**config.mk**
```make
export PLATFORM = sky130hd
export DESIGN_NAME = hazard_ctrl_flat
export DESIGN_NICKNAME = d
export VERILOG_FILES = /design/src/rtl/hazard_pkg.sv /design/src/rtl/hazard_ctrl_if.sv /design/src/rtl/hazard_fwd_cmp.sv /design/src/rtl/hazard_ctrl.sv /design/src/flat_wrapper.sv
export SDC_FILE = /design/constraint.sdc
export NUM_CORES = 1
export LEC_CHECK = 0
export CELL_PAD_IN_SITES_DETAIL_PLACEMENT = 0
export CELL_PAD_IN_SITES_GLOBAL_PLACEMENT = 2
export CORE_AREA = 3 3 65 67
export DETAILED_ROUTE_END_ITERATION = 12
export DIE_AREA = 0 0 68 70
export GPL_TIMING_DRIVEN = 0
export PLACE_DENSITY_LB_ADDON = 0.08
export SKIP_LAST_GASP = 1
export SYNTH_ARGS = -nofsm -noshare
export SYNTH_HDL_FRONTEND = slang
export SYNTH_SLANG_ARGS = --single-unit
```
**constraint.sdc**
```tcl
create_clock -name clk -period 2.9 [get_ports clk]
set_clock_uncertainty 0.2 [all_clocks]
set_input_delay 0.87 -clock clk [delete_from_list [all_inputs] [get_ports clk]]
set_output_delay 0.87 -clock clk [all_outputs]
set_load 0.02 [all_outputs]
```
**src/rtl/hazard_pkg.sv**
```systemverilog
// Shared types and constants for the pipeline hazard controller.
package hazard_pkg;

    localparam int unsigned NUM_REGS_DEF = 32;
    localparam int unsigned REG_IDX_W    = $clog2(NUM_REGS_DEF);

    // Operand forward select; the spare encoding 3 behaves as FWD_RF in the mux
    typedef enum logic [1:0] {
        FWD_RF  = 2'd0,
        FWD_MEM = 2'd1,
        FWD_WB  = 2'd2
    } fwd_sel_t;

    typedef enum logic [1:0] {
        RUN   = 2'd0,
        STALL = 2'd1,
        FLUSH = 2'd2
    } hazard_state_t;

endpackage

```
**src/rtl/hazard_ctrl_if.sv**
```systemverilog
// Hazard controller bundle: decode/execute/memory hazard inputs and stall/flush/forward outputs.
// Counter signals exist only when HAZARD_PERF_EN is defined.
interface hazard_ctrl_if #(
    parameter int unsigned XLEN     = 32,
    parameter int unsigned NUM_REGS = 32
);
    localparam int unsigned IDX_W = $clog2(NUM_REGS);

    logic [IDX_W-1:0] rs1_d;
    logic [IDX_W-1:0] rs2_d;
    logic             use_rs1_d;
    logic             use_rs2_d;
    logic [IDX_W-1:0] rd_e;
    logic [IDX_W-1:0] rd_m;
    logic             rf_en_e;
    logic             rf_en_m;
    logic             mem_read_e;
    logic             redirect;
    logic             ext_stall;
    logic             stall_f;
    logic             stall_d;
    logic             flush_d;
    logic             flush_e;
    logic             flush_m;
    logic [1:0]       fwd_a_e;
    logic [1:0]       fwd_b_e;
`ifdef HAZARD_PERF_EN
    logic [XLEN-1:0]  perf_stall_cnt;
    logic [XLEN-1:0]  perf_flush_cnt;
`endif

    // Pipeline side
    modport master (
        output rs1_d, rs2_d, use_rs1_d, use_rs2_d, rd_e, rd_m,
        output rf_en_e, rf_en_m, mem_read_e, redirect, ext_stall,
`ifdef HAZARD_PERF_EN
        input  perf_stall_cnt, perf_flush_cnt,
`endif
        input  stall_f, stall_d, flush_d, flush_e, flush_m, fwd_a_e, fwd_b_e
    );

    // Hazard controller side
    modport slave (
        input  rs1_d, rs2_d, use_rs1_d, use_rs2_d, rd_e, rd_m,
        input  rf_en_e, rf_en_m, mem_read_e, redirect, ext_stall,
`ifdef HAZARD_PERF_EN
        output perf_stall_cnt, perf_flush_cnt,
`endif
        output stall_f, stall_d, flush_d, flush_e, flush_m, fwd_a_e, fwd_b_e
    );

endinterface

```
**src/rtl/hazard_fwd_cmp.sv**
```systemverilog
// Per-operand RAW comparator: forward select plus load-use flag for one source register.
module hazard_fwd_cmp
    import hazard_pkg::*;
#(
    parameter int unsigned IDX_W = REG_IDX_W
) (
    input  logic [IDX_W-1:0] rs_i,
    input  logic             use_rs_i,
    input  logic [IDX_W-1:0] rd_e_i,
    input  logic             rf_en_e_i,
    input  logic [IDX_W-1:0] rd_m_i,
    input  logic             rf_en_m_i,
    input  logic             mem_read_e_i,
    output fwd_sel_t         sel_o,
    output logic             load_use_o
);

    logic hit_e;
    logic hit_m;

    // The Execute-stage producer is younger, so its match wins
    always_comb begin
        hit_e      = use_rs_i && rf_en_e_i && (rd_e_i != '0) && (rs_i == rd_e_i);
        hit_m      = rf_en_m_i && (rd_m_i != '0) && (rs_i == rd_m_i);
        sel_o      = FWD_RF;
        if (hit_e) begin
            sel_o = FWD_MEM;
        end else if (hit_m) begin
            sel_o = FWD_WB;
        end
        load_use_o = mem_read_e_i && hit_e;
    end

endmodule

```
**src/rtl/hazard_ctrl.sv**
```systemverilog
// Pipeline hazard controller: load-use bubble, redirect flush, registered D/E forward selects.
// Optional HAZARD_PERF_EN adds stall/flush event counters.
module hazard_ctrl
    import hazard_pkg::*;
#(
    parameter int unsigned XLEN     = 32,
    parameter int unsigned NUM_REGS = 32
) (
    input  logic          clk,
    input  logic          rst,
    hazard_ctrl_if.slave  hz
);

    localparam int unsigned IDX_W = $clog2(NUM_REGS);

    hazard_state_t state_q, state_d;
    fwd_sel_t      fwd_a_q, fwd_a_d;
    fwd_sel_t      fwd_b_q, fwd_b_d;
    fwd_sel_t      sel_a, sel_b;
    logic          lu_a, lu_b, load_use;
    logic          stall_f_c, stall_d_c, flush_d_c, flush_e_c, flush_m_c;
`ifdef HAZARD_PERF_EN
    logic            stall_ev, flush_ev;
    logic [XLEN-1:0] stall_cnt_q, flush_cnt_q;
`endif

    hazard_fwd_cmp #(.IDX_W(IDX_W)) u_cmp_a (
        .rs_i(hz.rs1_d), .use_rs_i(hz.use_rs1_d),
        .rd_e_i(hz.rd_e), .rf_en_e_i(hz.rf_en_e),
        .rd_m_i(hz.rd_m), .rf_en_m_i(hz.rf_en_m),
        .mem_read_e_i(hz.mem_read_e), .sel_o(sel_a), .load_use_o(lu_a)
    );

    hazard_fwd_cmp #(.IDX_W(IDX_W)) u_cmp_b (
        .rs_i(hz.rs2_d), .use_rs_i(hz.use_rs2_d),
        .rd_e_i(hz.rd_e), .rf_en_e_i(hz.rf_en_e),
        .rd_m_i(hz.rd_m), .rf_en_m_i(hz.rf_en_m),
        .mem_read_e_i(hz.mem_read_e), .sel_o(sel_b), .load_use_o(lu_b)
    );

    always_ff @(posedge clk) begin
        if (rst) begin
            state_q <= RUN;
            fwd_a_q <= FWD_RF;
            fwd_b_q <= FWD_RF;
        end else begin
            state_q <= state_d;
            fwd_a_q <= fwd_a_d;
            fwd_b_q <= fwd_b_d;
        end
    end

    // Priority: ext_stall freezes everything, redirect beats load-use.
    // The STALL state masks load-use so one load never stalls twice.
    always_comb begin
        state_d   = state_q;
        fwd_a_d   = fwd_a_q;
        fwd_b_d   = fwd_b_q;
        stall_f_c = 1'b0;
        stall_d_c = 1'b0;
        flush_d_c = 1'b0;
        flush_e_c = 1'b0;
        flush_m_c = 1'b0;
`ifdef HAZARD_PERF_EN
        stall_ev  = 1'b0;
        flush_ev  = 1'b0;
`endif
        load_use  = (lu_a || lu_b) && (state_q != STALL);
        if (!rst) begin
            if (hz.ext_stall) begin
                stall_f_c = 1'b1;
                stall_d_c = 1'b1;
            end else if (hz.redirect) begin
                flush_d_c = 1'b1;
                flush_e_c = 1'b1;
                flush_m_c = 1'b1;
                fwd_a_d   = FWD_RF;
                fwd_b_d   = FWD_RF;
                state_d   = FLUSH;
`ifdef HAZARD_PERF_EN
                flush_ev  = 1'b1;
`endif
            end else if (load_use) begin
                stall_f_c = 1'b1;
                stall_d_c = 1'b1;
                flush_e_c = 1'b1;
                fwd_a_d   = FWD_RF;
                fwd_b_d   = FWD_RF;
                state_d   = STALL;
`ifdef HAZARD_PERF_EN
                stall_ev  = 1'b1;
`endif
            end else begin
                fwd_a_d   = sel_a;
                fwd_b_d   = sel_b;
                state_d   = RUN;
            end
        end
    end

    assign hz.stall_f = stall_f_c;
    assign hz.stall_d = stall_d_c;
    assign hz.flush_d = flush_d_c;
    assign hz.flush_e = flush_e_c;
    assign hz.flush_m = flush_m_c;
    assign hz.fwd_a_e = fwd_a_q;
    assign hz.fwd_b_e = fwd_b_q;

`ifdef HAZARD_PERF_EN
    always_ff @(posedge clk) begin
        if (rst) begin
            stall_cnt_q <= '0;
            flush_cnt_q <= '0;
        end else begin
            if (stall_ev) stall_cnt_q <= stall_cnt_q + XLEN'(1);
            if (flush_ev) flush_cnt_q <= flush_cnt_q + XLEN'(1);
        end
    end

    assign hz.perf_stall_cnt = stall_cnt_q;
    assign hz.perf_flush_cnt = flush_cnt_q;
`endif

endmodule

```
**src/flat_wrapper.sv**
```systemverilog
// flat-port wrapper written by rule: the top's interface ports become plain ports
module hazard_ctrl_flat import hazard_pkg::*;
#(
    parameter int unsigned XLEN     = 32,
    parameter int unsigned NUM_REGS = 32
)
  (clk, rst, hz_rs1_d, hz_rs2_d, hz_use_rs1_d, hz_use_rs2_d, hz_rd_e, hz_rd_m, hz_rf_en_e, hz_rf_en_m, hz_mem_read_e, hz_redirect, hz_ext_stall, hz_stall_f, hz_stall_d, hz_flush_d, hz_flush_e, hz_flush_m, hz_fwd_a_e, hz_fwd_b_e);
  hazard_ctrl_if #(.XLEN(XLEN), .NUM_REGS(NUM_REGS)) hz_i ();
  input  logic clk;
  input  logic rst;
  input wire logic [$bits(hz_i.rs1_d)-1:0] hz_rs1_d;
  input wire logic [$bits(hz_i.rs2_d)-1:0] hz_rs2_d;
  input wire logic [$bits(hz_i.use_rs1_d)-1:0] hz_use_rs1_d;
  input wire logic [$bits(hz_i.use_rs2_d)-1:0] hz_use_rs2_d;
  input wire logic [$bits(hz_i.rd_e)-1:0] hz_rd_e;
  input wire logic [$bits(hz_i.rd_m)-1:0] hz_rd_m;
  input wire logic [$bits(hz_i.rf_en_e)-1:0] hz_rf_en_e;
  input wire logic [$bits(hz_i.rf_en_m)-1:0] hz_rf_en_m;
  input wire logic [$bits(hz_i.mem_read_e)-1:0] hz_mem_read_e;
  input wire logic [$bits(hz_i.redirect)-1:0] hz_redirect;
  input wire logic [$bits(hz_i.ext_stall)-1:0] hz_ext_stall;
  output wire logic [$bits(hz_i.stall_f)-1:0] hz_stall_f;
  output wire logic [$bits(hz_i.stall_d)-1:0] hz_stall_d;
  output wire logic [$bits(hz_i.flush_d)-1:0] hz_flush_d;
  output wire logic [$bits(hz_i.flush_e)-1:0] hz_flush_e;
  output wire logic [$bits(hz_i.flush_m)-1:0] hz_flush_m;
  output wire logic [$bits(hz_i.fwd_a_e)-1:0] hz_fwd_a_e;
  output wire logic [$bits(hz_i.fwd_b_e)-1:0] hz_fwd_b_e;
  assign hz_i.rs1_d = hz_rs1_d;
  assign hz_i.rs2_d = hz_rs2_d;
  assign hz_i.use_rs1_d = hz_use_rs1_d;
  assign hz_i.use_rs2_d = hz_use_rs2_d;
  assign hz_i.rd_e = hz_rd_e;
  assign hz_i.rd_m = hz_rd_m;
  assign hz_i.rf_en_e = hz_rf_en_e;
  assign hz_i.rf_en_m = hz_rf_en_m;
  assign hz_i.mem_read_e = hz_mem_read_e;
  assign hz_i.redirect = hz_redirect;
  assign hz_i.ext_stall = hz_ext_stall;
  assign hz_stall_f = hz_i.stall_f;
  assign hz_stall_d = hz_i.stall_d;
  assign hz_flush_d = hz_i.flush_d;
  assign hz_flush_e = hz_i.flush_e;
  assign hz_flush_m = hz_i.flush_m;
  assign hz_fwd_a_e = hz_i.fwd_a_e;
  assign hz_fwd_b_e = hz_i.fwd_b_e;
  hazard_ctrl #(.XLEN(XLEN), .NUM_REGS(NUM_REGS)) u_core (.clk(clk), .rst(rst), .hz(hz_i));
endmodule
```
==> run_results.csv <==
group,metric,value,unit
grt,grt_pass1_wl,3350,um
sta,rsz0062_at_grt,"yes",
clocking,clk_root_buffer_cell,"clkbuf_8",
floorplan,fp.dieH,70,um
placed_design,dp_cells,157,
worst_hold_path,timing.hold.worst.class,"reg2reg",
synthesis,synth_xor_xnor_area_share,30.4,%
floorplan,initial_core_util,15.6,%
worst_setup_path,worstSetupPathType,"in2out",
sta,finalWorstSetupSlack,-437,ps
synthesis,synth_area_leaders,"dfxtp_1, xor2_1, xnor2_1, nand2_1, or4_1",
worst_setup_path,r2r_cells,8,
clocking,clkTransAtPathRegs,40,ps
worst_setup_path,startpoint_type,"input port",
clocking,cts_max_path_buffers,2,
floorplan,die_w,68,um
worst_hold_path,min_from,"u_core.hz.fwd_b_e[0]$_SDFFE_PP0N_",
power_and_ir_drop,swShare,28.8,%
synthesis,yosys.area.top_type,"dfxtp_1",
job,maxCapViolations,0,
finish,nFillCells,416,
floorplan,rows,22,
worst_setup_path,crit_fanout,3,
sta,min_period,3340,ps
grt,grt_pass1_vias,732,
synthesis,synth_compound_area_share,15.8,%
worst_setup_path,slowest_stage,"or4_4",
clocking,cts.sinks,6,
sta,max_freq,0.300,GHz
worst_setup_path,cp_top_family,"simple AND/OR/NAND/NOR gates",
detailed_routing,drtIter0Drc,9,
synthesis,synth_top_family_by_area,"XOR/XNOR gates",
grt,grt.total_usage,9.40,%
detailed_routing,vias_per_cell,4.07,
finish,area_delta_synth_final,106,%
finish,final_cells,170,
synthesis,synth_top_area_share,20.8,%
floorplan,core_area,3690,um^2
status,violations,"setup timing",
clocking,insertion_delay,230,ps
power_and_ir_drop,p_sw,0.0968,mW
placed_design,placed_area,1020,um^2
power_and_ir_drop,ir_worst_vdd,0.0000894,V
sta,worst_slew_pin_slew,394,ps
grt,antenna_found_initial,0,
worst_setup_path,crit_arrival,2270,ps
sta,slew_headroom,73.8,%
worst_hold_path,hold_depth,2,
grt,grt_max_degree,10,
worst_setup_path,crit_top_cell,"buf_4",
sta,period_share,115,%
worst_setup_path,rr_endpoint,"u_core.hz.fwd_b_e[1]$_SDFFE_PP0N_",
synthesis,yosysUniqueCellTypes,29,
sta,finalSetupViolations,3,
grt,grt-ovfl-total,0,
synthesis,synthMuxAreaShare,1.74,%
placed_design,dp.final_hpwl,1670,um
detailed_routing,wl,2060,um
power_and_ir_drop,seqPwrFrac,25.1,%
synthesis,synth_area,577,um^2
sta,hold_viol_final,0,
detailed_routing,drt_first_pass_iters,4,
worst_setup_path,cp_data_required_time,1830,ps
clocking,cts_tree,"built",
power_and_ir_drop,power_report.internal_total,0.240,mW
floorplan,die_area,4760,um^2
floorplan,io_pins,38,
finish,drive_gt1_share,36.1,%
synthesis,yosys.area_share.simple,26.0,%
worst_hold_path,min_to,"u_core.hz.fwd_b_e[0]$_SDFFE_PP0N_",
placed_design,io_buffer_count,35,
clocking,cts_max_level,1,
synthesis,syn_nets,103,
synthesis,synthAdderAreaFrac,0,%
sta,drv_slew,0,
synthesis,syn_inst,74,
placed_design,finalWeightedCongestion,0.737,
finish,finalNetCount,153,
detailed_routing,route.detailed.drc,0,
clocking,cts_buffers,3,
worst_setup_path,path_buf_inv,3,
worst_setup_path,reg2reg_slack,1090,ps
detailed_routing,wl_per_cell,12.1,um
status,status,"finished, violations left",
synthesis,ys_warn_count,0,
synthesis,syn_avg_cell_area,7.79,um^2
synthesis,ys_seq_elements,6,
detailed_routing,antenna_left,0,
synthesis,ys_seq_area_share,20.8,%
worst_setup_path,r2r-start,"u_core.state_q[0]$_SDFFE_PP0N_",
worst_setup_path,end_kind,"output port",
power_and_ir_drop,p_leak,0.473,nW
power_and_ir_drop,p_per_area,283,nW/um^2
power_and_ir_drop,clock_power_share,38.7,%
finish,design_area,1190,um^2
worst_setup_path,critical_path.max_stage_delay,540,ps
clocking,postCtsHoldBufs,0,
detailed_routing,vias,692,
finish,antenna_cells,0,
worst_setup_path,path_cells,"buf_8, or4_4, o21ai_4, or2_4, buf_4, or2_1, a21boi_1, buf_4",
power_and_ir_drop,p_comb_share,36.2,%
==> placed cells by master (no fill, tap or decap), types with 2 or more instances in the layout <==
cell,instances
xnor2_1,7
nand2_1,6
or3_1,2
nand3_1,3
clkbuf_2,2
nor3_1,2
or4_1,2
dlygate4sd2_1,4
buf_4,12
dfxtp_1,6
clkbuf_8,3
buf_2,5
buf_6,6
clkdlybuf4s50_1,12
buf_8,2
xor2_1,10
clkdlybuf4s15_2,2
nor2_1,4
a21oi_1,3
clkbuf_1,2
xor2_4,2
inv_1,2
==> worst max-delay path by stage <==
stage / start / to / slack [ps] / cells past startpoint
after floorplan: hz_rd_e[0] / hz_stall_f / -300 / 6
after global placement: hz_rd_e[4] / hz_flush_e / -1430 / 7
after detailed placement: hz_rd_e[4] / hz_flush_e / -1420 / 7
after CTS: hz_rd_e[3] / hz_stall_f / -480 / 8
after global routing: hz_rs2_d[0] / hz_flush_e / -510 / 7
final: hz_rd_e[3] / hz_flush_e / -440 / 8
==> worst reg2reg max path: stages (launching register included) <==
cell	delay (ps)
dfxtp_1	300
inv_1	60
o21ai_2	60
or2_4	260
buf_4	130
or2_1	240
buf_4	150
buf_4	120
a22o_1	180
==> what timing repair did <==
item                       CTS  global route
setup endpoints to repair    5             3
buffers inserted             7             3
pin swaps                   11             9
resized for setup           81            19
==> cell usage after synthesis, drive strengths merged <==
| library cell | number |
|---|---|
| a21boi | 1 |
| a21o | 1 |
| a21oi | 3 |
| a22o | 1 |
| a32oi | 1 |
| and2 | 1 |
| buf | 2 |
| clkbuf | 2 |
| dfxtp | 6 |
| inv | 2 |
| mux2i | 1 |
| nand2 | 6 |
| nand3 | 3 |
| nor2 | 5 |
| nor2b | 1 |
| nor3 | 3 |
| nor4 | 2 |
| o2111a | 1 |
| o211a | 1 |
| o211ai | 1 |
| o21ai | 3 |
| or2 | 2 |
| or3 | 2 |
| or4 | 3 |
| xnor2 | 8 |
| xor2 | 12 |
==> kinds of logic (layout without fill, tap and decap cells) <==
family	after synthesis	count (layout)
muxes	1	1
and+or+nand+nor	28	28
AOI/OAI and AO/OA	13	13
buffers and inverters	6	54
xor gates and xnor gates	20	20
DFF	6	6
==> cell type report <==
cell class	instances	area (um^2)	share of cell area [%]
inverter	2	7.51	0.632
timing repair buffer	45	404	34.0
tap	48	60.1	5.06
sequential	6	120	10.1
clock buffer	3	41.3	3.48
multi-input combinational	62	528	44.5
buffer	4	26.3	2.21
==> per-layer routing <==
metal  up-vias  share of wire [%]  global-route usage (%)
met4         0                1.8                    4.64
met2        29                 48                    14.1
met1       307                 43                    11.9
li1        352                  -                       -
met5         -                  0                       0
met3         4                7.5                    2.73
==> flip-flops by register name, summed over array words and instances (netlist names) <==
register,flops
u_core.hz.fwd_b_e,2
u_core.state_q,2
u_core.hz.fwd_a_e,2
==> power groups by stage <==
stage | Sequential [mW] | Combinational (mW) | Clock, mW
6_report | 0.0845 | 0.122 | 0.130
5_1_grt | 0.0844 | 0.133 | 0.142
4_1_cts | 0.0845 | 0.114 | 0.135
3_5_place_dp | 0.0856 | 0.108 | 0
3_3_place_gp | 0.0856 | 0.110 | 0
2_1_floorplan | 0.0858 | 0.0468 | 0
==> per-stage QoR <==
| step | setup WS (ps) | util [%] | hold WS [ps] | total power [mW] | setup TNS (ps) |
|---|---|---|---|---|---|
| after CTS | -483 | 30.5 | 256 | 0.334 | -1380 |
| after floorplan | -298 | - | 241 | 0.133 | -707 |
| after global routing | -509 | 32.2 | 279 | 0.359 | -1490 |
| final | -437 | 32.2 | 256 | 0.336 | -1220 |
| after detailed placement | -1420 | 27.5 | 251 | 0.194 | -5730 |
| after global placement | -1430 | 27.5 | 248 | 0.196 | -5750 |
Note: power is estimated with default switching activity, not from simulation.
